### src/rtl/logic_accumulator_pkg.sv
`default_nettype none
// ============================================================================
//  Module      : logic_accumulator_pkg
//  Description : Shared encodings for the logic accumulator: command codes,
//                bitwise operation codes, FSM state encoding and counter
//                constants.
//  Revision    : 1.0 - initial release
// ============================================================================
package logic_accumulator_pkg;

    // Command presented on in_cmd
    typedef enum logic [1:0] {
        CMD_LOAD  = 2'b00,
        CMD_APPLY = 2'b01,
        CMD_FLUSH = 2'b10,
        CMD_CLEAR = 2'b11
    } cmd_e;

    // Bitwise operation selected on in_op for APPLY
    typedef enum logic [1:0] {
        OP_AND = 2'b00,
        OP_OR  = 2'b01,
        OP_NOR = 2'b10,
        OP_XOR = 2'b11
    } op_e;

    // Controller state; EMIT holds a flushed result for the consumer
    typedef enum logic [0:0] {
        ST_IDLE = 1'b0,
        ST_EMIT = 1'b1
    } state_e;

    localparam int unsigned c_COUNT_W   = 8;
    localparam logic [7:0]  c_COUNT_MAX = 8'hFF;

endpackage : logic_accumulator_pkg
`default_nettype wire

### src/rtl/logic_accumulator_logicunit.sv
`default_nettype none
// ============================================================================
//  Module      : logicunit
//  Description : Purely combinational WIDTH-bit bitwise unit.
//                out = A <op> B, op chosen by control (AND/OR/NOR/XOR).
//  Ports       : out     - result            (WIDTH)
//                A       - first operand     (WIDTH)
//                B       - second operand    (WIDTH)
//                control - operation select  (2)
//  Revision    : 1.0 - initial release
// ============================================================================
module logicunit
    import logic_accumulator_pkg::*;
#(
    parameter int WIDTH = 32
) (
    output logic [WIDTH-1:0] out,
    input  logic [WIDTH-1:0] A,
    input  logic [WIDTH-1:0] B,
    input  logic [1:0]       control
);

    always_comb begin
        out = '0;
        case (control)
            OP_AND: out = A & B;
            OP_OR:  out = A | B;
            OP_NOR: out = ~(A | B);
            OP_XOR: out = A ^ B;
        endcase
    end

endmodule : logicunit
`default_nettype wire

### src/rtl/logic_accumulator.sv
`default_nettype none
// ============================================================================
//  Module      : logic_accumulator
//  Description : Command-driven bitwise accumulator. LOAD seeds the
//                accumulator, APPLY folds in an operand with AND/OR/NOR/XOR
//                and counts the fold (saturating at 255), FLUSH hands the
//                accumulator and count to the output side and clears them,
//                CLEAR zeroes them without touching the outputs.
//  Ports       : clock, reset_n          - clock / async active-low reset
//                in_valid/in_ready       - command handshake
//                in_cmd, in_op, in_data  - command, APPLY op, operand
//                out_valid/out_ready     - result handshake
//                out_data, out_count     - flushed value and APPLY count
//                out_zero                - flushed value equals zero
//  Revision    : 1.0 - initial release
// ============================================================================
module logic_accumulator
    import logic_accumulator_pkg::*;
#(
    parameter int WIDTH = 32
) (
    input  logic             clock,
    input  logic             reset_n,
    input  logic             in_valid,
    output logic             in_ready,
    input  logic [1:0]       in_cmd,
    input  logic [1:0]       in_op,
    input  logic [WIDTH-1:0] in_data,
    output logic             out_valid,
    input  logic             out_ready,
    output logic [WIDTH-1:0] out_data,
    output logic [7:0]       out_count,
    output logic             out_zero
);

    state_e                 r_state;
    logic [WIDTH-1:0]       r_acc;
    logic [c_COUNT_W-1:0]   r_count;
    logic [WIDTH-1:0]       r_out_data;
    logic [c_COUNT_W-1:0]   r_out_count;
    logic                   r_out_zero;

    logic [WIDTH-1:0]       w_apply_result;
    logic [c_COUNT_W-1:0]   w_count_inc;

    logicunit #(
        .WIDTH   (WIDTH)
    ) u_logicunit (
        .out     (w_apply_result),
        .A       (r_acc),
        .B       (in_data),
        .control (in_op)
    );

    // Count holds at its maximum so a long fold never wraps back to zero
    assign w_count_inc = (r_count == c_COUNT_MAX) ? r_count : r_count + 8'd1;

    // Handshake outputs decode directly from the state register, so they are
    // glitch-free and follow the asynchronous reset immediately.
    assign in_ready  = (r_state == ST_IDLE);
    assign out_valid = (r_state == ST_EMIT);
    assign out_data  = r_out_data;
    assign out_count = r_out_count;
    assign out_zero  = r_out_zero;

    always_ff @(posedge clock or negedge reset_n) begin
        if (!reset_n) begin
            r_state     <= ST_IDLE;
            r_acc       <= '0;
            r_count     <= '0;
            r_out_data  <= '0;
            r_out_count <= '0;
            r_out_zero  <= 1'b1;
        end else begin
            case (r_state)
                ST_IDLE: begin
                    if (in_valid) begin
                        case (in_cmd)
                            CMD_LOAD: begin
                                r_acc   <= in_data;
                                r_count <= '0;
                            end
                            CMD_APPLY: begin
                                r_acc   <= w_apply_result;
                                r_count <= w_count_inc;
                            end
                            CMD_FLUSH: begin
                                r_out_data  <= r_acc;
                                r_out_count <= r_count;
                                r_out_zero  <= (r_acc == '0);
                                r_acc       <= '0;
                                r_count     <= '0;
                                r_state     <= ST_EMIT;
                            end
                            CMD_CLEAR: begin
                                r_acc   <= '0;
                                r_count <= '0;
                            end
                        endcase
                    end
                end
                ST_EMIT: begin
                    // Commands are not accepted here; only the consumer
                    // handshake moves the controller back to IDLE.
                    if (out_ready) begin
                        r_state <= ST_IDLE;
                    end
                end
            endcase
        end
    end

endmodule : logic_accumulator
`default_nettype wire

### config.mk
export PLATFORM = sky130hd
export DESIGN_NAME = logic_accumulator
export DESIGN_NICKNAME = d
export VERILOG_FILES = /design/src/rtl/logic_accumulator_pkg.sv /design/src/rtl/logic_accumulator_logicunit.sv /design/src/rtl/logic_accumulator.sv
export SDC_FILE = /design/constraint.sdc
export NUM_CORES = 1
export LEC_CHECK = 0
export CORE_MARGIN = 2
export CORE_UTILIZATION = 51
export DETAILED_ROUTE_END_ITERATION = 16
export GPL_TIMING_DRIVEN = 0
export PLACE_DENSITY = 0.78
export SYNTH_ARGS = -nofsm -noshare
export SYNTH_HDL_FRONTEND = slang
export SYNTH_HIERARCHICAL = 1
export SYNTH_SLANG_ARGS = --single-unit
### constraint.sdc
create_clock -name clock -period 1.3 [get_ports clock]
set_input_delay 0.39 -clock clock [delete_from_list [all_inputs] [get_ports clock]]
set_output_delay 0.39 -clock clock [all_outputs]
set_load 0.02 [all_outputs]
==> flow_summary.toml, run 1 <==
[cells_and_area]
finalNetCount = 854
drive_gt1_share_pct = 38.1
final_area_sq_um = 8060
diodes = 0
area_delta_synth_final_pct = 36.3
nFillCells = 839

[status]
status = "finished with violations"
violations = "setup timing"

[worst_setup_path]
worstPathCellList = "nor2b_1 > buf_4 > nand3b_4 > buf_6 > clkbuf_16 > mux2_4"
reg2regPathDepth = 6
required_ns = 1.52
crit_fanout = 5
crit_type = "flop to flop"
crit_start = "out_valid"
arrival_ns = 1.81
crit_end = "out_data[3]"
cp_slowest_cell = "dfrtp_2"
r2r_end = "out_data[3]"
worst_setup_path_start_kind = "flop"
critPathBufInv = 3
rr_startpoint = "out_valid"
end_kind = "flop"
cp.depth = 6
rrSetupSlack_ns = -0.29
cpPeakStageDelay_ns = 0.43
crit_family = "buffers and inverters"

[pwr]
swShare_pct = 32.6
total_power_w = 0.00915
p_per_area_nw_per_um2 = 1140
p_sw_w = 0.00299
clkPwrFrac_pct = 29.0
internal-power_w = 0.00616
power_frac_comb_pct = 34.8
p_leak_nw = 4.19
vdd_drop_max_uv = 738
seqPwrFrac_pct = 36.1

[route]
drt_iter0_drc = 228
vias = 5036
drc = 0
finalWirelength_mm = 16.2
ant_nets = 0
first_pass_iters = 5
wl_per_cell_microns = 18.1
routed_via_density = 5.61

[synthesis]
synth_top_cell_area_share_pct = 34.3
mappedNetlistArea_sq_um = 5910
netlist_instances = 595
muxShareOfSynthArea_pct = 20.0
async_flop_share_pct = 100
yosys-top-cells-count = "92 x inv_1, 81 x dfrtp_1, 65 x ha_1, 59 x mux2i_1, 42 x a21oi_1"
synth_xor_area_share_pct = 0
avgSynthCellArea_sq_um = 9.94
synth_top_family_by_area = "multiplexers"
synth-adder-area-share_pct = 13.8
yosysUniqueCellTypes = 35
syn-num-nets = 700
yosysSeqAreaShare_pct = 34.7
synth_seq_cells = 82
synth-edff-count = 0
synthSimpleGateAreaFrac_pct = 9.14
yosys.area.top_type = "dfrtp_1"
synth_most_common_cell = "inv_1"
yosys_warnings = 6
synth_compound_area_share_pct = 12.2
synth_area_leaders = "dfrtp_1 34%, ha_1 14%, mux2i_1 10%, mux2_4 9.4%, inv_1 5.8%"
synth_flop_cell = "dfrtp_1"

[clock_tree]
clock_sinks = 82
hold_buffers = 0
cts_tree = "yes"
cts_buffers = 9
clk_latency_ns = 0.34
clock-root-buffer = "clkbuf_16"
clkTransAtPathRegs_ns = 0.06
cts_max_level = 3
clk_path_buf_depth = 2

[floorplanning]
io_pins = 83
start_util_pct = 52.0
core_sq_um = 11400
rows = 39
dieArea_sq_um = 12500
die_width_microns = 112
die_h_microns = 112

[placement]
postPlaceCellArea_sq_um = 7120
routabilityCongestion = 0.785
port_buffers = 79
dpl.hpwl_mm = 10.1

[sta]
rsz0062_at_grt = "true"
hold_viol = 0
max_freq_ghz = 0.630
period_share_pct = 122
timing.slew.headroom_pct = 56.2
tightestPinTransition_ns = 0.658
worst_slack_ns = -0.289
period_needed_ns = 1.59
timing.hold.ws_ns = 0.0255
setup_violations = 83
finalMaxSlewViolations = 0
fin_worst_skew_ns = 0.00315

[global_route]
overflow = 0
grt_first_pass_wirelength_mm = 25.3
grt_max_degree = 49
grtUsageTotal_pct = 25.1
grt_pass1_vias = 5119
grt_antenna_before_repair = 0

[min_path]
hold_path_class = "primary input to async pin"

[flow_run]
maxCapViolCount = 0
## area by class of cell
| cell class | count | area (sq um) | share of cell area [%] |
|---|---|---|---|
| sequential | 82 | 2070 | 25.7 |
| buffer | 35 | 370 | 4.60 |
| multi-input combinational | 386 | 3630 | 45.1 |
| inverter | 92 | 348 | 4.32 |
| timing repair buffer | 143 | 1150 | 14.3 |
| clock inverter | 4 | 50.0 | 0.621 |
| tap | 143 | 179 | 2.22 |
| clock buffer | 12 | 256 | 3.18 |
## cell families (layout without fill, tap and decap cells)
logic type                 after synthesis  after routing
muxes                                   99             99
DFF                                     82             82
adders and majority gates               65             65
buffers and inverters                  127            286
and+or+nand+nor                        101            101
AOI/OAI and AO/OA                      121            121
## how the worst min path moves through the flow
stage	from	cells after the start	slack [ns]	endpoint
6_report	reset_n	1	0.03	r_acc[24]
5_1_grt	reset_n	1	0.05	r_acc[24]
4_1_cts	reset_n	1	0.04	r_acc[24]
3_5_place_dp	reset_n	1	0.41	r_acc[24]
3_3_place_gp	out_zero	2	0.47	out_zero
2_1_floorplan	reset_n	0	0.09	out_count[0]
## cells in the final DEF (no fill, tap or decap), types with 5 or more instances in the layout
cell / instances
buf_4: 64
nand2_1: 35
dfrtp_2: 13
a211oi_2: 33
buf_6: 11
clkbuf_16: 10
nor2b_1: 31
clkbuf_2: 6
buf_2: 39
o21ai_1: 33
nor4_1: 5
dlygate4sd2_1: 33
clkbuf_1: 5
nor2_1: 8
dfrtp_1: 68
a21oi_1: 38
mux2_4: 37
clkbuf_8: 5
mux2i_1: 59
buf_12: 9
inv_1: 88
ha_1: 44
ha_4: 6
ha_2: 15
## sequential cells by signal, summed over array words and instances (netlist names)
name       flops
out_data      32
r_acc         32
r_count        8
out_count      8
out_valid      1
out_zero       1
## stage by stage
| step | worst slack (ns) | util, % | setup TNS (ns) | cells |
|---|---|---|---|---|
| 4_1_cts | -0.262 | 68.5 | -11.63 | 880 |
| 3_3_place_gp | -3.61 | 62.4 | -322.45 | 817 |
| 2_1_floorplan | -0.118 | - | -4.95 | 595 |
| 3_5_place_dp | -0.809 | 62.6 | -56.09 | 818 |
| 6_report | -0.289 | 70.9 | -13.52 | 897 |
| 5_1_grt | -0.333 | 70.9 | -18.56 | 897 |
## layer usage
metal | vias to the layer above | share of wire (%) | track usage, %
met5 | - | 0 | 0
met4 | 0 | 2.4 | 9.22
met1 | 2500 | 42 | 31.5
met2 | 175 | 51 | 43.4
met3 | 39 | 4.7 | 4.30
li1 | 2322 | - | -
## repair_timing
action                                  CTS  global route
setup buffers                            44            17
pin swaps                                54            16
endpoints found under the setup margin  124            97
cloned                                    2             1
resized for setup                       277            39
## power by group through the flow
| stage | Clock [W] | Combinational (W) | Sequential [W] |
|---|---|---|---|
| 2_1_floorplan | 0 | 0.00147 | 0.00360 |
| 3_3_place_gp | 0 | 0.00272 | 0.00335 |
| 3_5_place_dp | 0 | 0.00284 | 0.00337 |
| 4_1_cts | 0.00269 | 0.00295 | 0.00328 |
| 5_1_grt | 0.00279 | 0.00341 | 0.00336 |
| 6_report | 0.00266 | 0.00319 | 0.00331 |
Note: power is estimated with default switching activity, not from simulation.
==> run 2, diff against run 1 <==
Settings changed: SLEW_MARGIN from default to 20.
Clock period 1.3 ns to 1.41 ns, I/O delays scaled along.
==> flow_summary.toml, run 2 (synthesis results as in run 1) <==
[pwr]
p_sw_w = 0.00281
internal-power_w = 0.00579
power_frac_comb_pct = 33.7
p_per_area_nw_per_um2 = 1080
clkPwrFrac_pct = 30.8
vdd_drop_max_uv = 705
seqPwrFrac_pct = 35.5
p_leak_nw = 4.15
swShare_pct = 32.7

[clock_tree]
clk_latency_ns = 0.34
cts_max_level = 3
clock_sinks = 82
clkTransAtPathRegs_ns = 0.06
cts_tree = "yes"
clk_path_buf_depth = 2
cts_buffers = 9
clock-root-buffer = "clkbuf_16"

[floorplanning]
die_h_microns = 112
dieArea_sq_um = 12500
rows = 39
start_util_pct = 52.0
io_pins = 83
core_sq_um = 11400
die_width_microns = 112

[sta]
tightestPinTransition_ns = 0.638
worst_slack_ns = -0.108
max_freq_ghz = 0.659
rsz0062_at_grt = "true"
fin_worst_skew_ns = 0.00912
finalMaxSlewViolations = 0
fin_tns_setup_ns = -2.29
hold_viol = 0
period_needed_ns = 1.52
setup_violations = 42
timing.slew.headroom_pct = 57.4
period_share_pct = 108

[global_route]
grtUsageTotal_pct = 26.1
grt_max_degree = 44
grt_antenna_before_repair = 1
overflow = 0
grt_first_pass_wirelength_mm = 26.2
grt_pass1_vias = 5113

[route]
routed_via_density = 5.78
drt_iter0_drc = 278
finalWirelength_mm = 17.3
wl_per_cell_microns = 19.6
ant_nets = 0
vias = 5118
first_pass_iters = 5
drc = 0

[flow_run]
maxCapViolCount = 0

[placement]
routabilityCongestion = 0.813
place_inst = 818
dpl.hpwl_mm = 10.2
port_buffers = 79

[cells_and_area]
layout_common_cells = "87 x inv_1, 63 x dfrtp_1, 59 x mux2i_1"
final_common_cell = "inv_1"
drive_gt1_share_pct = 37.6
finalNetCount = 842
area_delta_synth_final_pct = 34.9
nFillCells = 798
stdcell_count = 886

[worst_setup_path]
rr_startpoint = "out_valid"
crit_start = "out_valid"
required_ns = 1.65
worst_setup_path_start_kind = "flop"
crit_type = "flop to flop"
crit_fanout = 10
end_kind = "flop"
arrival_ns = 1.75

[status]
violations = "setup timing"
status = "finished with violations"

[min_path]
hold_path_class = "primary input to async pin"
==> run 2: changes by cell type in the layout (fill, tap and decap cells not counted), sizes merged, moves of 2 or more <==
cell / delta
buf: -7
clkbuf: -5
clkinvlp: -2
dlymetal6s2s: +2
==> run 2: worst paths after layout <==
check	endpoint	slack, ns	depth (start not counted)
worst max register to register	r_acc[12]	-0.11	6
min in group clock	r_acc[4]	0.48	3
worst min-delay path	out_data[24]	0.07	1
worst max-delay path	r_acc[12]	-0.11	6
worst min register to register	out_zero	0.50	2
max in group asynchronous	out_zero	0.64	2
==> run 2: area by class of cell <==
class / count / area (sq um) / area share (%)
sequential: 82 / 2080 / 26.0
clock inverter: 4 / 73.8 / 0.925
tap: 143 / 179 / 2.24
clock buffer: 12 / 256 / 3.22
antenna: 1 / 2.50 / 0.0314
inverter: 92 / 345 / 4.33
timing repair buffer: 134 / 1090 / 13.6
buffer: 32 / 308 / 3.86
multi-input combinational: 386 / 3650 / 45.8
==> run 2: worst max-delay path, stage by stage, from the launching register on <==
cell	delay, ns
dfrtp_2	0.42
nor2b_4	0.15
buf_4	0.15
buf_4	0.12
nand2b_2	0.14
buf_8	0.19
o21ai_0	0.23
==> run 2: power groups by stage <==
stage	logic, W	clock network [W]	registers (W)
after floorplan	0.00125	0	0.00332
after global placement	0.00239	0	0.00308
after detailed placement	0.00251	0	0.00310
after CTS	0.00268	0.00265	0.00304
after global routing	0.00310	0.00280	0.00310
final	0.00290	0.00265	0.00305
==> run 2: what timing repair did <==
item,4_1_cts,5_1_grt
buffers inserted,30,21
gates resized for setup,252,132
hold buffers,0,0
endpoints found under the setup margin,121,116
cloned,3,1
pin swaps,12,46
==> run 2: layer usage <==
metal / GRT usage (%) / part of all wire, % / up-vias
met2: 44.7 / 50 / 222
li1: - / - / 2305
met5: 0 / 0 / -
met1: 33.3 / 42 / 2538
met3: 3.86 / 5.5 / 53
met4: 9.88 / 3.1 / 0
==> run 2: stage by stage <==
stage	power, W	cell area, sq um	util, %	hold WS, ns	setup slack [ns]
after floorplan	0.00456	5910	-	0.127	-0.00810
after global placement	0.00547	6880	60.5	0.475	-3.45
after detailed placement	0.00561	6900	60.7	0.451	-0.687
after CTS	0.00837	7750	68.2	0.0966	-0.140
after global routing	0.00900	7980	70.2	0.107	-0.196
final	0.00860	7980	70.2	0.0744	-0.108
